--- src/rtl/uart_tx_engine.sv ---
// 8N1/8N2 asynchronous serial transmitter with a one-entry holding register
// so the next byte can be queued while the current frame is on the wire.
module uart_tx_engine #(
    parameter int unsigned CLKS_PER_BIT = 434,
    parameter int unsigned STOP_BITS    = 1
) (
    input  logic       clk,
    input  logic       reset,
    input  logic [7:0] tx_data,
    input  logic       tx_start,
    output logic       tx_ready,
    output logic       tx_busy,
    output logic       tx_done,
    output logic       tx_overrun,
    output logic       txd
);

    localparam int unsigned BAUD_W = (CLKS_PER_BIT > 1) ? $clog2(CLKS_PER_BIT) : 1;
    localparam logic [BAUD_W-1:0] BAUD_LAST = BAUD_W'(CLKS_PER_BIT - 1);
    localparam logic [2:0]        STOP_LAST = 3'(STOP_BITS - 1);

    typedef enum logic [1:0] {
        IDLE,
        START,
        DATA,
        STOP
    } state_e;

    state_e            state_q, state_d;
    logic [BAUD_W-1:0] baud_q, baud_d;
    logic [2:0]        bit_q, bit_d;
    logic [7:0]        shift_q, shift_d;
    logic [7:0]        hold_q, hold_d;
    logic              hold_vld_q, hold_vld_d;
    logic              txd_q, txd_d;
    logic              busy_q, busy_d;
    logic              done_q, done_d;
    logic              ovr_q, ovr_d;
    logic              ready_q, ready_d;

    logic              baud_end;
    logic              frame_end;

    always_ff @(posedge clk or posedge reset) begin
        if (reset) begin
            state_q    <= IDLE;
            baud_q     <= '0;
            bit_q      <= '0;
            shift_q    <= '0;
            hold_q     <= '0;
            hold_vld_q <= 1'b0;
            txd_q      <= 1'b1;
            busy_q     <= 1'b0;
            done_q     <= 1'b0;
            ovr_q      <= 1'b0;
            ready_q    <= 1'b1;
        end else begin
            state_q    <= state_d;
            baud_q     <= baud_d;
            bit_q      <= bit_d;
            shift_q    <= shift_d;
            hold_q     <= hold_d;
            hold_vld_q <= hold_vld_d;
            txd_q      <= txd_d;
            busy_q     <= busy_d;
            done_q     <= done_d;
            ovr_q      <= ovr_d;
            ready_q    <= ready_d;
        end
    end

    always_comb begin
        state_d    = state_q;
        baud_d     = baud_q;
        bit_d      = bit_q;
        shift_d    = shift_q;
        hold_d     = hold_q;
        hold_vld_d = hold_vld_q;
        done_d     = 1'b0;
        ovr_d      = 1'b0;

        baud_end  = (baud_q == BAUD_LAST);
        frame_end = (state_q == STOP) && baud_end && (bit_q == STOP_LAST);

        case (state_q)
            IDLE: begin
                if (tx_start) begin
                    shift_d = tx_data;
                    state_d = START;
                    baud_d  = '0;
                    bit_d   = '0;
                end
            end
            START: begin
                if (baud_end) begin
                    state_d = DATA;
                    baud_d  = '0;
                    bit_d   = '0;
                end else begin
                    baud_d = baud_q + 1'b1;
                end
            end
            DATA: begin
                if (baud_end) begin
                    baud_d = '0;
                    if (bit_q == 3'd7) begin
                        state_d = STOP;
                        bit_d   = '0;
                    end else begin
                        bit_d = bit_q + 1'b1;
                    end
                end else begin
                    baud_d = baud_q + 1'b1;
                end
            end
            STOP: begin
                if (baud_end) begin
                    baud_d = '0;
                    bit_d  = bit_q + 1'b1;
                end else begin
                    baud_d = baud_q + 1'b1;
                end
            end
            default: state_d = IDLE;
        endcase

        // Last stop cycle: chain the next frame straight into START; a strobe
        // here is never an overrun because the hold slot frees up this edge.
        if (frame_end) begin
            done_d = 1'b1;
            bit_d  = '0;
            baud_d = '0;
            if (hold_vld_q) begin
                shift_d = hold_q;
                state_d = START;
                if (tx_start) begin
                    hold_d = tx_data;
                end else begin
                    hold_vld_d = 1'b0;
                end
            end else if (tx_start) begin
                shift_d = tx_data;
                state_d = START;
            end else begin
                state_d = IDLE;
            end
        end else if (state_q != IDLE && tx_start) begin
            if (!hold_vld_q) begin
                hold_d     = tx_data;
                hold_vld_d = 1'b1;
            end else begin
                ovr_d = 1'b1;
            end
        end
    end

    always_comb begin
        txd_d = 1'b1;
        case (state_q)
            IDLE:    txd_d = 1'b1;
            START:   txd_d = 1'b0;
            DATA:    txd_d = shift_q[bit_q];
            STOP:    txd_d = 1'b1;
            default: txd_d = 1'b1;
        endcase
        busy_d  = (state_q != IDLE);
        ready_d = !hold_vld_q;
    end

    assign txd        = txd_q;
    assign tx_busy    = busy_q;
    assign tx_done    = done_q;
    assign tx_overrun = ovr_q;
    assign tx_ready   = ready_q;

endmodule

--- config.mk ---
export PLATFORM = sky130hd
export DESIGN_NAME = uart_tx_engine
export DESIGN_NICKNAME = d
export VERILOG_FILES = /design/src/rtl/uart_tx_engine.sv
export SDC_FILE = /design/constraint.sdc
export NUM_CORES = 1
export LEC_CHECK = 0
export BUFFER_PORTS_ARGS = -buffer_cell sky130_fd_sc_hd__buf_2
export CORE_MARGIN = 2
export CORE_UTILIZATION = 59
export CTS_CLUSTER_DIAMETER = 30
export DETAILED_ROUTE_END_ITERATION = 6
export PLACE_DENSITY = 0.89
export SETUP_SLACK_MARGIN = 0.1
export SYNTH_ARGS = -nofsm -noshare
export SYNTH_HDL_FRONTEND = slang
export SYNTH_SLANG_ARGS = --single-unit
--- constraint.sdc ---
create_clock -name clk -period 2.2 [get_ports clk]
set_input_delay 0.22 -clock clk [delete_from_list [all_inputs] [get_ports clk]]
set_output_delay 0.22 -clock clk [all_outputs]
set_load 0.02 [all_outputs]
# Yosys cells after proc, flatten, opt, wreduce, memory -nomap -nowiden
# Index checks and enable logic that the tools add are counted.
[op_classes]
add_sub_neg = 2
multipliers = 0
div_mod_pow = 0
order_cmp = 1
n_eq_ne = 13
n_shift = 0
n_mux = 40
bitwise = 0
reduce_logical = 14
[op_table]
columns = ["operator", "count"]
rows = [
  ["8-bit 2-to-1 mux", 10],
  ["9-bit 2-to-1 mux", 3],
  ["3-bit 2-to-1 mux", 6],
  ["9-bit case mux with 2 select lines", 1],
  ["3-bit != test (second input constant)", 5],
  ["3-bit case mux with 4 select lines", 1],
  ["1-bit 2-to-1 mux", 11],
  ["2-bit 2-to-1 mux", 5],
  ["9-bit by 1-bit adder with 9-bit output (second input constant)", 1],
  ["9-bit equality test (second input constant)", 1],
  ["4-bit AND reduction", 2],
  ["2-bit case mux with 3 select lines", 1],
  ["5-bit AND reduction", 1],
  ["2-bit equality test (second input constant)", 2],
  ["3-bit by 4-bit less-than comparator with 1-bit output (second input constant)", 1],
  ["2-bit != test (second input constant)", 2],
  ["2-bit nonzero test", 2],
  ["4-bit nonzero test", 1],
  ["3-bit by 1-bit adder with 3-bit output (second input constant)", 1],
  ["1-bit binary-select mux with 3-bit select", 1],
  ["3-bit equality test (second input constant)", 1],
  ["1-bit logical AND", 3],
  ["3-bit logical NOT", 1],
  ["1-bit case mux with 3 select lines", 1],
  ["other kinds (6)", 6],
]
[word_totals]
register_bits = 36
latch_bits = 0
ramBits = 0
rom_bits = 0
input_bits = 11
output_inout_bits = 5
wordCells = 81
memories = 0

# Depth between registers and ports, before layout
# Gate-level depths: netlist of the first run.
[logic_depth]
ltp_word = 5
ltp_mapped = 8

# Worst setup path before layout of the first run
# OpenSTA, ideal clock, no wires.
[synth_path]
path_kind = "register to register"
startpoint = "reg bit_q[0]"
endpoint = "reg state_q[0]"
t_arrival_ns = 1.722
required_time_ns = 2.072
slack_ns = 0.350
stages_incl_launch_ff = 8
path_buffers = 1
synth_period_minus_slack_ns = 1.850
path_cell_list = "dfrtp_1 inv_1 ha_1 and3b_1 buf_2 a31oi_1 a222oi_1 mux2_1"
[synth_via]
elab_chain_len = 4
elab_cells_between_ends = 10
[synth_lines]
columns = ["element", "line_no", "rtl"]
rows = [
  ["start, declared", "31", "logic [2:0] bit_q, bit_d;"],
  ["start signal, assigned", "60", "bit_q <= bit_d;"],
  ["3-bit logical NOT", "83", "frame_end = (state_q == STOP) && baud_end && (bit_q == STOP_LAST);"],
  ["1-bit logical AND", "83", ""],
  ["3-bit != test (no source line) / 4-bit nonzero test (equally long branches)", "-", ""],
  ["5-bit AND reduction (no source line)", "-", ""],
  ["end signal, assigned", "58", "state_q <= state_d;"],
  ["end, declared", "29", "state_e state_q, state_d;"],
]
# Several ways; a longest one is shown, not always the timed one.
# A chain may end at the register's enable or synchronous reset.

# Worst setup path after layout of the first run
[layout_path]
startpoint = "reg baud_q[2]"
endpoint = "reg state_q[0]"
[layout_via]
elab_chain_len = 5
elab_cells_between_ends = 10
[layout_lines]
columns = ["element", "line_no", "rtl"]
rows = [
  ["start, declared", "30", "logic [BAUD_W-1:0] baud_q, baud_d;"],
  ["start signal, assigned", "59", "baud_q <= baud_d;"],
  ["9-bit equality test *", "82", "baud_end = (baud_q == BAUD_LAST);"],
  ["1-bit logical AND (2 in series)", "83", ""],
  ["3-bit != test (no source line) / 4-bit nonzero test (equally long branches)", "-", ""],
  ["5-bit AND reduction (no source line)", "-", ""],
]
# Every way passes the cells marked *; elsewhere a longest branch is shown, timed or not.

==> flow_metrics.env, run 1 <==
export IMPL_outcome="completed"
export IMPL_period_share_pct=91.7
export IMPL_clock_insertion_delay_worst_skew_ns=0.36
export IMPL_setup_tns_ns=0
export IMPL_setup_violations_final=0
export IMPL_met3WireLength_um=201
export IMPL_avgSynthCellArea_um2=10.6
export IMPL_final_max_slew_viol_count=0
export IMPL_crit_reg2reg_launch="baud_q[2]"
export IMPL_detail_route_vias_per_cell=6.00
export IMPL_globalRouteTotalUtil_pct=23.8
export IMPL_fin_crit_ns=2.02
export IMPL_data_arrival_time_of_the_worst_path_ns=2.27
export IMPL_unrepaired_setup_endpoints_after_global_routing="yes"
export IMPL_timing_rr_end="state_q[0]"
export IMPL_dr_total_vias=1559
export IMPL_max_stage_delay_ns=0.50
export IMPL_num_nets_final=234
export IMPL_hold_crit_class="in -> reg"
export IMPL_grt_pass1_vias=1561
export IMPL_hold_ep="hold_q[0]"
export IMPL_instances_no_fill=260
export IMPL_number_of_design_rule_violations_left_by_the_first_detailed_router_iteration=74
export IMPL_postSynthCellCount=189
export IMPL_clock_path_buffers=2
export IMPL_worstPathMaxFanout=8
export IMPL_r2r_worst_path_cells=4
export IMPL_cellPowerDensity_nw_per_um2=671
export IMPL_wirelength_met1_mm=1.86
export IMPL_ys_seq_elements=36
export IMPL_detail_route_antenna_nets=0
export IMPL_cts_htree_levels=2
export IMPL_dp_hpwl_mm=2.80
export IMPL_wire_per_inst_um=16.3
export IMPL_worst_slew_margin_relative_to_its_limit_pct=63.9
export IMPL_timing_fmax_ghz=0.496
export IMPL_dp_worst_setup_slack_ns=0.0558
export IMPL_cpMaxStageDelayCell="and4b_1"
export IMPL_core_area_um2=3280
export IMPL_power_static_leakage_uw=0.000945
export IMPL_mappedNetlistArea_um2=2000
export IMPL_hold_path_cell_count=2
export IMPL_initial_core_util_pct=60.8
export IMPL_setup_reg_to_reg_worst_slack_ns=0.18
export IMPL_grt_first_pass_wirelength_mm=7.14
export IMPL_grt_max_degree=37
export IMPL_worstMarginPinSlew_ns=0.536
export IMPL_place_inst=248
export IMPL_report_final_hold_viol_count=0
export IMPL_worst_setup_path_start_kind="register"
export IMPL_max_cap_violations=0
export IMPL_timing_critical_path_buf_inv=0
export IMPL_synthesis_nets=210
export IMPL_synth_ff_type="dfrtp_1"
export IMPL_cts_sinks=36
export IMPL_route_final_wire_length_mm=4.24
export IMPL_ys_warn_count=0
export IMPL_max_used_layer="met4"
export IMPL_die_w_um=62.2
export IMPL_gp_routability_congestion=0.860
export IMPL_share_of_layout_cells_above_drive_strength_1_pct=24.3
export IMPL_worst_hold_startpoint="tx_data[0]"
export IMPL_grt_ovfl_total=0
export IMPL_antenna_diode_count=0
export IMPL_cts_root_buffer="clkbuf_4"
export IMPL_chip_height_um=62.2
export IMPL_port_buffers=15
export IMPL_finalWorstSetupSlack_ns=0.182
export IMPL_power_ir_vdd_worst_v=0.000525
export IMPL_cp_end_kind="register"
export IMPL_die_area_um2=3870
export IMPL_final_core_util_pct=68.6
export IMPL_cts_inserted_buffers=5
export IMPL_cts_reportedPaths_clkPinSlew_ns=0.11
export IMPL_timing_worst_setup_path_type="reg -> reg"
export IMPL_timing_clock_skew_ns=0.00969
export IMPL_cts_tree="built"
export IMPL_synth_cell_type_count=46
export IMPL_num_rows=21
export IMPL_antenna_found_initial=0
export IMPL_synth_edf_count=0
export IMPL_top_level_ports=16
export IMPL_drc=0
export IMPL_detailroute_wirelength_met2_mm=2.07
export IMPL_synth_seq_area_share_pct=45.2
export IMPL_drt_pass1_iterations=4
export IMPL_crit_family="compound AO/OA/AOI/OAI gates"
export IMPL_critical_path_cell_chain="and4b_1 > o211ai_1 > a222oi_1 > mux2_1"
export IMPL_area_grow_syn2layout_pct=12.9
export IMPL_synthArstFlopShare_pct=100
export IMPL_required_ns=2.45
export IMPL_post_layout_total_power_uw=1510
-- report_power, final --
part	leakage [µW]	internal (µW)	total, µW	switching [µW]
clock	0.0000422	238	466	228
combinational	0.000507	144	292	147
sequential	0.000395	713	756	43.1
-- worst max path at each step --
| stage | start | end | slack, ns | cells past startpoint |
|---|---|---|---|---|
| after floorplan | bit_q[0] | state_q[0] | 0.35 | 7 |
| after global placement | baud_q[1] | state_q[0] | 0.20 | 6 |
| after detailed placement | baud_q[1] | state_q[0] | 0.06 | 6 |
| after CTS | baud_q[1] | state_q[0] | 0.12 | 6 |
| after global routing | baud_q[2] | state_q[0] | 0.06 | 4 |
| final | baud_q[2] | state_q[0] | 0.18 | 4 |
-- kinds of logic (layout without fill, tap and decap cells) --
logic type / count (synthesis) / in the layout / synth area share (%)
AO/OA/AOI/OAI: 53 / 53 / 17.8
flip-flops: 36 / 36 / 45.2
XOR/XNOR: 3 / 3 / 1.32
AND/OR/NAND/NOR: 52 / 52 / 14.2
adder cells (fa/ha/maj): 10 / 10 / 6.27
multiplexers: 14 / 14 / 10.4
buffers and inverters: 21 / 46 / 4.82
-- layout by cell type (no fill, tap or decap), drive strengths merged, types with 4 or more instances in the layout --
master  Yosys  routed
a31oi      10      10
dfrtp      34      34
mux2       10      10
a21oi       4       4
buf         5      24
nand2      10      10
clkbuf      3       6
nor3        5       5
o21ai      18      18
ha         10      10
nand3      12      12
inv        13      13
a22o        4       4
nor2       13      13
-- routing by layer --
metal,vias to the layer above,GRT usage [%]
li1,741,-
met1,768,30.3
met2,38,37.1
met3,12,6.70
met4,0,12.5
met5,-,0
-- stage by stage --
stage                     area [µm²]  hold slack (ns)
after floorplan                 2000            0.369
after global placement          2130            0.342
after detailed placement        2130            0.343
after CTS                       2210           0.0894
after global routing            2250           0.0764
final                           2250           0.0953
-- layout make-up --
type / instances / area (µm²)
fill: 258 / 1030
multi-input combinational: 132 / 1010
sequential: 36 / 903
timing repair buffer: 25 / 156
tap: 46 / 57.6
inverter: 13 / 48.8
clock buffer: 6 / 41.3
clock inverter: 2 / 35.0
-- cell usage after synthesis (all sizes together), types with 4 or more instances --
cell	number	area, µm²
nor2	13	48.8
a21oi	4	20.0
buf	5	36.3
nand2	10	37.5
a22o	4	35.0
a31oi	10	68.8
mux2	10	143
nor3	5	25.0
ha	10	125
o21ai	18	90.1
inv	13	48.8
dfrtp	34	851
nand3	12	60.1
-- timing repair --
| item | 4_1_cts | 5_1_grt |
|---|---|---|
| pin swaps | 0 | 1 |
| endpoints found under the setup margin | 1 | 9 |
| hold endpoints to repair | 34 | 0 |
| hold buffers | 1 | 0 |
| setup buffers | 0 | 3 |
| gates resized for setup | 2 | 4 |
(Power assumes the default switching activity.)
==> run 2: changes to the inputs <==
--- a/config.mk
+++ b/config.mk
@@ -6,8 +6,10 @@
 export NUM_CORES = 1
 export LEC_CHECK = 0
 export BUFFER_PORTS_ARGS = -buffer_cell sky130_fd_sc_hd__buf_2
+export CELL_PAD_IN_SITES_DETAIL_PLACEMENT = 1
+export CELL_PAD_IN_SITES_GLOBAL_PLACEMENT = 1
 export CORE_MARGIN = 2
-export CORE_UTILIZATION = 59
+export CORE_UTILIZATION = 47
 export CTS_CLUSTER_DIAMETER = 30
 export DETAILED_ROUTE_END_ITERATION = 6
 export PLACE_DENSITY = 0.89
==> constraint.sdc (replaced) <==
create_clock -name clk -period 2.2 [get_ports clk]
set_input_delay 0.22 -clock clk [delete_from_list [all_inputs] [get_ports clk]]
set_output_delay 0.22 -clock clk [all_outputs]
set_load 0.05 [all_outputs]
==> flow_metrics.env, run 2 (same netlist as run 1, synthesis figures left out) <==
export IMPL_cts_hold_fix_buffers=0
export IMPL_data_arrival_time_of_the_worst_path_ns=2.20
export IMPL_cp_end_kind="register"
export IMPL_drc=0
export IMPL_power_ir_vdd_worst_v=0.000402
export IMPL_area_grow_syn2layout_pct=17.9
export IMPL_wirelength_met1_mm=2.32
export IMPL_place_inst=255
export IMPL_detail_route_vias_per_cell=5.98
export IMPL_antenna_found_initial=0
export IMPL_mostFrequentLayoutCells="dfrtp_1, buf_4, buf_2"
export IMPL_max_cap_violations=0
export IMPL_num_nets_final=241
export IMPL_dp_hpwl_mm=3.57
export IMPL_cts_sinks=36
export IMPL_initial_core_util_pct=49.2
export IMPL_leading_cell_type_in_the_layout_fill_and_taps_excluded="dfrtp_1"
export IMPL_num_rows=23
export IMPL_antenna_diode_count=0
export IMPL_timing_clock_skew_ns=0.00432
export IMPL_share_of_layout_cells_above_drive_strength_1_pct=29.9
export IMPL_route_final_wire_length_mm=5.33
export IMPL_worstPathMaxFanout=6
export IMPL_worst_slew_margin_relative_to_its_limit_pct=66.8
export IMPL_unrepaired_setup_endpoints_after_global_routing="no"
export IMPL_cts_root_buffer="clkbuf_8"
export IMPL_chip_height_um=69.2
export IMPL_cellPowerDensity_nw_per_um2=742
export IMPL_fin_crit_ns=2.03
export IMPL_clock_path_buffers=2
export IMPL_detailroute_wirelength_met2_mm=2.68
export IMPL_globalRouteTotalUtil_pct=23.1
export IMPL_dr_total_vias=1620
export IMPL_outcome="completed"
export IMPL_timing_fmax_ghz=0.494
export IMPL_hold_crit_class="in -> async"
export IMPL_max_used_layer="met4"
export IMPL_number_of_design_rule_violations_left_by_the_first_detailed_router_iteration=93
export IMPL_report_final_hold_viol_count=0
export IMPL_grt_max_degree=37
export IMPL_drt_pass1_iterations=5
export IMPL_worstMarginPinSlew_ns=0.496
export IMPL_n_fill_cell=441
export IMPL_setup_violations_final=0
export IMPL_wire_per_inst_um=19.7
export IMPL_die_w_um=69.2
export IMPL_setup_tns_ns=0
export IMPL_power_static_leakage_uw=0.000997
export IMPL_cts_reportedPaths_clkPinSlew_ns=0.07
export IMPL_cts_inserted_buffers=5
export IMPL_detail_route_antenna_nets=0
export IMPL_grt_ovfl_total=0
export IMPL_required_ns=2.37
export IMPL_top_level_ports=16
export IMPL_grt_pass1_vias=1745
export IMPL_timing_worst_setup_path_type="reg -> reg"
export IMPL_core_area_um2=4060
export IMPL_port_buffers=15
export IMPL_die_area_um2=4790
export IMPL_cts_tree="built"
export IMPL_met3WireLength_um=181
export IMPL_final_max_slew_viol_count=0
export IMPL_grt_first_pass_wirelength_mm=8.78
export IMPL_period_share_pct=92.1
export IMPL_cts_htree_levels=2
export IMPL_instances_no_fill=271
export IMPL_clock_insertion_delay_worst_skew_ns=0.29
export IMPL_worst_setup_path_start_kind="register"
export IMPL_gp_routability_congestion=0.812
-- run 2: cell types whose count changed in the layout (fill, tap and decap cells not counted), moves of 2 or more --
cell	previous run	this run
dfrtp_2	0	2
inv_1	13	11
buf_4	8	17
clkbuf_4	5	0
clkbuf_8	0	7
inv_2	0	2
dfrtp_1	34	32
-- run 2: final timing paths --
| kind | from | cells after the start | to | slack [ns] |
|---|---|---|---|---|
| worst max-delay path | bit_q[0] | 6 | state_q[0] | 0.17 |
| worst max register to register | bit_q[0] | 6 | state_q[0] | 0.17 |
| min in group clk | tx_data[1] | 2 | hold_q[1] | 0.17 |
| worst min register to register | hold_q[3] | 1 | hold_q[3] | 0.52 |
| worst min-delay path | reset | 3 | hold_q[7] | 0.02 |
| max in group asynchronous | reset | 3 | txd | 1.84 |
-- run 2: what timing repair did --
item | CTS | global route
gates resized for setup | 2 | 8
pin swaps | 1 | 2
buffers inserted | 2 | 6
setup endpoints to repair | 1 | 10
gates cloned | 0 | 0
-- run 2: stage by stage --
| stage | total power, µW | setup slack [ns] | util, % | hold WS (ns) | instance area [µm²] |
|---|---|---|---|---|---|
| after detailed placement | 1040 | 0.0482 | 53.1 | 0.351 | 2150 |
| after floorplan | 960 | 0.350 | - | 0.369 | 2000 |
| after global routing | 1830 | 0.0778 | 58.0 | 0.0519 | 2350 |
| after global placement | 1010 | 0.227 | 53.1 | 0.341 | 2150 |
| final | 1750 | 0.174 | 58.0 | 0.0213 | 2350 |
| after CTS | 1700 | 0.126 | 56.6 | 0.0344 | 2300 |
-- run 2: layer usage --
| metal | vias up | track usage, % |
|---|---|---|
| li1 | 750 | - |
| met5 | - | 0 |
| met2 | 44 | 40.1 |
| met3 | 15 | 4.51 |
| met4 | 0 | 7.41 |
| met1 | 811 | 29.1 |
-- run 2: worst max-delay path: stages, from the launching register on --
cell and delay, ns:
dfrtp_2 0.44, inv_2 0.08, ha_2 0.18, and3b_2 0.26, o211ai_1 0.16, a222oi_1 0.42
mux2_1 0.36
-- run 2: final cells by class --
class,count,area [µm²],area share [%]
Multi-Input combinational cell,132,1010,42.8
Sequential cell,36,906,38.5
Timing Repair Buffer,32,203,8.61
Clock buffer,7,96.3,4.09
Tap cell,50,62.6,2.66
Inverter,13,48.8,2.07
Clock inverter,1,30.0,1.28
-- run 2: power by group --
| part | internal (µW) | leakage, µW | switching, µW |
|---|---|---|---|
| logic | 161 | 0.000539 | 171 |
| registers | 716 | 0.000394 | 57.0 |
| clock network | 400 | 0.0000645 | 242 |
| total | 1280 | 0.000997 | 470 |
